`config.mk`:
```
export PLATFORM = sky130hd
export DESIGN_NAME = seq_mul_sd
export DESIGN_NICKNAME = d
export VERILOG_FILES = /design/src/rtl/mul_pkg.sv /design/src/rtl/seq_mul_dp.sv /design/src/rtl/seq_mul_sd.sv
export SDC_FILE = /design/constraint.sdc
export NUM_CORES = 1
export LEC_CHECK = 0
export ABC_CLOCK_PERIOD_IN_PS = 1970
export BUFFER_PORTS_ARGS = -buffer_cell sky130_fd_sc_hd__buf_2
export CORE_ASPECT_RATIO = 0.75
export CORE_MARGIN = 2
export CORE_UTILIZATION = 40
export CTS_CLUSTER_DIAMETER = 60
export CTS_CLUSTER_SIZE = 14
export DETAILED_ROUTE_END_ITERATION = 10
export GPL_TIMING_DRIVEN = 0
export PLACE_DENSITY = 0.68
export SYNTH_ARGS = -nofsm -noshare
export SYNTH_HDL_FRONTEND = slang
export SYNTH_HIERARCHICAL = 1
export SYNTH_SLANG_ARGS = --single-unit
```
`constraint.sdc`:
```
create_clock -name clk -period 1.97 [get_ports clk]
set_input_delay 0.197 -clock clk [delete_from_list [all_inputs] [get_ports clk]]
set_output_delay 0.197 -clock clk [all_outputs]
set_load 0.01 [all_outputs]
```
`src/rtl/mul_pkg.sv`:
```
// Shared definitions for the sequential shift-add multiplier.
//   state_e : controller state (IDLE, RUN, FIX, DONE), 2-bit encoding
//   abs_w   : magnitude of a width-bit operand, two's complement only when
//             signed_mode is set; raw bits otherwise
package mul_pkg;

  typedef enum logic [1:0] {
    IDLE = 2'd0,
    RUN  = 2'd1,
    FIX  = 2'd2,
    DONE = 2'd3
  } state_e;

  // value holds the operand zero-extended to 32 bits; width is 2..32.
  // The caller truncates the result back to width bits, so the most
  // negative value maps to 2^(width-1) without overflow.
  function automatic logic [31:0] abs_w(input logic [31:0] value,
                                        input int unsigned width,
                                        input logic        signed_mode);
    logic [31:0] mag;
    mag = value;
    if (signed_mode && value[5'(width - 1)]) begin
      mag = ~value + 32'd1;
    end
    return mag;
  endfunction

endpackage

```
`src/rtl/seq_mul_dp.sv`:
```
// Datapath of the sequential multiplier: operand registers, multiplier
// shift register and the (2*WIDTH+1)-bit accumulator with its adder.
//   clk, rst_n : clock, asynchronous active-low reset
//   load_i     : capture magnitudes, clear accumulator
//   step_i     : perform one shift-add iteration
//   a_mag_i    : |a| (WIDTH bits, unsigned)
//   b_mag_i    : |b| (WIDTH bits, unsigned)
//   acc_o      : accumulator; after WIDTH steps bits [2W-1:0] hold |a|*|b|
module seq_mul_dp #(
  parameter int WIDTH = 8
) (
  input  logic               clk,
  input  logic               rst_n,
  input  logic               load_i,
  input  logic               step_i,
  input  logic [WIDTH-1:0]   a_mag_i,
  input  logic [WIDTH-1:0]   b_mag_i,
  output logic [2*WIDTH:0]   acc_o
);

  logic [WIDTH-1:0] a_q;
  logic [WIDTH-1:0] b_q;
  logic [2*WIDTH:0] acc_q;
  logic [2*WIDTH:0] acc_d;
  logic [2*WIDTH:0] sum;

  // Partial product enters the upper half; the extra top bit absorbs the
  // carry so the right shift never loses it.
  always_comb begin
    sum   = acc_q + (b_q[0] ? {1'b0, a_q, {WIDTH{1'b0}}} : '0);
    acc_d = sum >> 1;
  end

  always_ff @(posedge clk or negedge rst_n) begin
    if (!rst_n) begin
      a_q   <= '0;
      b_q   <= '0;
      acc_q <= '0;
    end else if (load_i) begin
      a_q   <= a_mag_i;
      b_q   <= b_mag_i;
      acc_q <= '0;
    end else if (step_i) begin
      acc_q <= acc_d;
      b_q   <= b_q >> 1;
    end
  end

  assign acc_o = acc_q;

endmodule

```
`src/rtl/seq_mul_sd.sv`:
```
// Sequential shift-add multiplier, signed or unsigned per operation.
//   clk, rst_n   : clock, asynchronous active-low reset
//   start        : request, accepted only in IDLE or DONE
//   signed_mode  : 1 = a, b, prod two's complement; sampled with start
//   a, b         : WIDTH-bit operands, sampled with start
//   busy         : high while RUN or FIX
//   done         : one-cycle pulse, prod valid from this cycle
//   prod         : 2*WIDTH-bit result, held until the next done
//   dbg_state    : current controller state
//
// Handshake: start is sampled on a rising edge only when busy=0; the
// operation then runs WIDTH+1 clocks with busy=1, ignoring start and the
// operand inputs, and completes with a single-cycle done. start held high
// during the done cycle launches the next operation back-to-back.
module seq_mul_sd
  import mul_pkg::*;
#(
  parameter int WIDTH = 8,
  parameter int CNT_W = $clog2(WIDTH + 1)
) (
  input  logic                 clk,
  input  logic                 rst_n,
  input  logic                 start,
  input  logic                 signed_mode,
  input  logic [WIDTH-1:0]     a,
  input  logic [WIDTH-1:0]     b,
  output logic                 busy,
  output logic                 done,
  output logic [2*WIDTH-1:0]   prod,
  output state_e               dbg_state
);

  state_e             state_q, state_d;
  logic [CNT_W-1:0]   cnt_q, cnt_d;
  logic               neg_q;
  logic               done_q;
  logic [2*WIDTH-1:0] prod_q;

  logic               load;
  logic               step;
  logic               fix;
  logic [WIDTH-1:0]   a_mag;
  logic [WIDTH-1:0]   b_mag;
  logic [2*WIDTH:0]   acc;

  assign a_mag = WIDTH'(abs_w(32'(a), WIDTH, signed_mode));
  assign b_mag = WIDTH'(abs_w(32'(b), WIDTH, signed_mode));

  always_comb begin
    state_d = state_q;
    cnt_d   = cnt_q;
    load    = 1'b0;
    step    = 1'b0;
    fix     = 1'b0;
    case (state_q)
      IDLE, DONE: begin
        if (start) begin
          load    = 1'b1;
          cnt_d   = '0;
          state_d = RUN;
        end else begin
          state_d = IDLE;
        end
      end
      RUN: begin
        step  = 1'b1;
        cnt_d = cnt_q + CNT_W'(1);
        // cnt_q counts iterations already done; this edge is the last one.
        if (cnt_q == CNT_W'(WIDTH - 1)) begin
          state_d = FIX;
        end
      end
      FIX: begin
        fix     = 1'b1;
        state_d = DONE;
      end
      default: state_d = IDLE;
    endcase
  end

  always_ff @(posedge clk or negedge rst_n) begin
    if (!rst_n) begin
      state_q <= IDLE;
      cnt_q   <= '0;
      neg_q   <= 1'b0;
      done_q  <= 1'b0;
      prod_q  <= '0;
    end else begin
      state_q <= state_d;
      cnt_q   <= cnt_d;
      done_q  <= fix;
      if (load) begin
        neg_q <= signed_mode & (a[WIDTH-1] ^ b[WIDTH-1]);
      end
      if (fix) begin
        // Magnitude product always fits in 2*WIDTH bits, so the sign fix
        // is a plain negate and truncation.
        prod_q <= (2*WIDTH)'(neg_q ? -acc : acc);
      end
    end
  end

  seq_mul_dp #(.WIDTH(WIDTH)) u_dp (
    .clk     (clk),
    .rst_n   (rst_n),
    .load_i  (load),
    .step_i  (step),
    .a_mag_i (a_mag),
    .b_mag_i (b_mag),
    .acc_o   (acc)
  );

  assign busy      = (state_q == RUN) || (state_q == FIX);
  assign done      = done_q;
  assign prod      = prod_q;
  assign dbg_state = state_q;

endmodule

```
==> metrics.txt <==
Num CTS Buffers=5; TritonCTS clock tree=done; GRT Total Usage=0.166; commonest non-fill, non-tap cells in the layout=dfrtp_1 (55), nor2_1 (41), buf_2 (40); Pwr per Cell Area=1470 nW/um^2; WL final=7.14 mm; post-layout min period=1890 ps; worst rel slew slack=0.522; DR vias=2606; syn_nets=379; Area Growth Syn to Fin=15.0%; gpl congestion=0.834; leakage=1.77 nW; outcome=completed; Final period util=0.958; num ports=40; setup violators final=0; Slew Viols, Final=0; first-pass GRT wire length=12.3 mm; Worst-Skew Late Latency=310 ps; CP required=2170 ps; Post-Syn Area per Cell=9.75 um^2; Reg clk slew, reported paths=100 ps; design area=3860 um^2; Inst Count DP=488; VDD IR max=0.523 mV; total negative setup slack=0 ps; Max clock buf depth=2; 1st-iter DRT viols=111; Slew @ Worst Pin=717 ps; non-filler cells in the finished layout=499; initial cell density of the core=0.418; Crit Path Class=register to register; Die ar.=9140 um^2; DR WL/cell=14.3 um; Crit path arrival time=2090 ps; max-cap violations=0; # DRC=0; post-route ant nets=0; Hold Crit Class=input pin to register; final setup skew=8.25 ps; Hold Vio Cnt, Final=0; CTS Sinks=56; Pre-antenna DRT Iters=4; share of layout cells above drive strength 1=0.226; post-detail-place hpwl=5.08 mm; commonest non-fill, non-tap cell in the layout=dfrtp_1; initial antenna violation count=0; post-synthesis cell count=344; # H-tree levels=2; FP Rows=28; Remaining Overflow, GRT=0; IO buf count=39; final worst slack=82.8 ps; nets=428; die span in y=83.3 um; vias in the first global route=2522; element type at the critical path end=register; CTS Root Cell=clkbuf_8; placed inst area=3680 um^2; core area=8020 um^2; hold slack=159 ps; Fmax=530 MHz; YS warnings=6; Setup WS pre-CTS=-83.0 ps; largest net degree at the start of global routing=57; Synth Cell Area=3350 um^2; # diodes=0; Die W=110 um; Critical Path Fanout Max=5; vias per std cell=5.22; Worst setup SP type=register
[report_power, final]
group	switching, mW	leakage, nW	internal, mW
Clock	0.361	0.0455	0.288
Combinational	1.72	1.02	1.36
Sequential	0.339	0.708	1.61
[layout make-up]
type                            count  area [um^2]
Clock buffer                        8         90.1
Buffer                             14          108
Tap cell                          105          131
Multi-Input combinational cell    262         1850
Timing Repair Buffer               42          228
Sequential cell                    56         1400
Fill cell                         772         4160
Inverter                           12         45.0
[what timing repair did]
item	in CTS	in global routing
pin swaps	0	6
hold buffers	0	1
hold endpoints to repair	0	50
resized for setup	1	13
setup endpoints to repair	10	33
setup buffers	0	2
[path summary, 6_finish.rpt]
| kind | from | endpoint | slack (ps) | cells past startpoint |
|---|---|---|---|---|
| max in group asynchronous | rst_n | u_dp/b_q[0] | 970 | 2 |
| worst max register to register | u_dp/acc_o[1] | prod[14] | 80 | 6 |
| worst max-delay path | u_dp/acc_o[1] | prod[14] | 80 | 6 |
| worst min register to register | u_dp/a_q[0] | u_dp/a_q[0] | 510 | 1 |
| worst min-delay path | b[0] | u_dp/b_q[0] | 160 | 3 |
| min in group asynchronous | rst_n | prod[3] | 470 | 2 |
[critical path, cell delays in order, from the launching register on]
cell     delay (ps)
dfrtp_1         420
inv_1            70
ha_2            180
or4b_4          540
o41ai_4         250
xor2_1          230
a21oi_1          90
[routing by layer]
metal | global-route usage | up-vias | share of wire
li1 | - | 1310 | -
met1 | 0.253 | 1252 | 0.50
met2 | 0.240 | 36 | 0.45
met3 | 0.0322 | 8 | 0.038
met4 | 0.0391 | 0 | 0.0081
met5 | 0 | - | 0
[flip-flops by register name (all words and copies together), names as in the netlist]
name,flops
dbg_state,2
u_dp/a_q,8
done,1
prod,16
cnt_q,4
neg_q,1
u_dp/acc_o,16
u_dp/b_q,8
[metrics by stage]
stage                      util  power (mW)
after floorplan               -        4.10
after global placement    0.459        4.81
after detailed placement  0.459        4.90
after CTS                 0.470        5.57
after global routing      0.481        6.22
final                     0.481        5.69
Power figures use the tool's default switching activity.
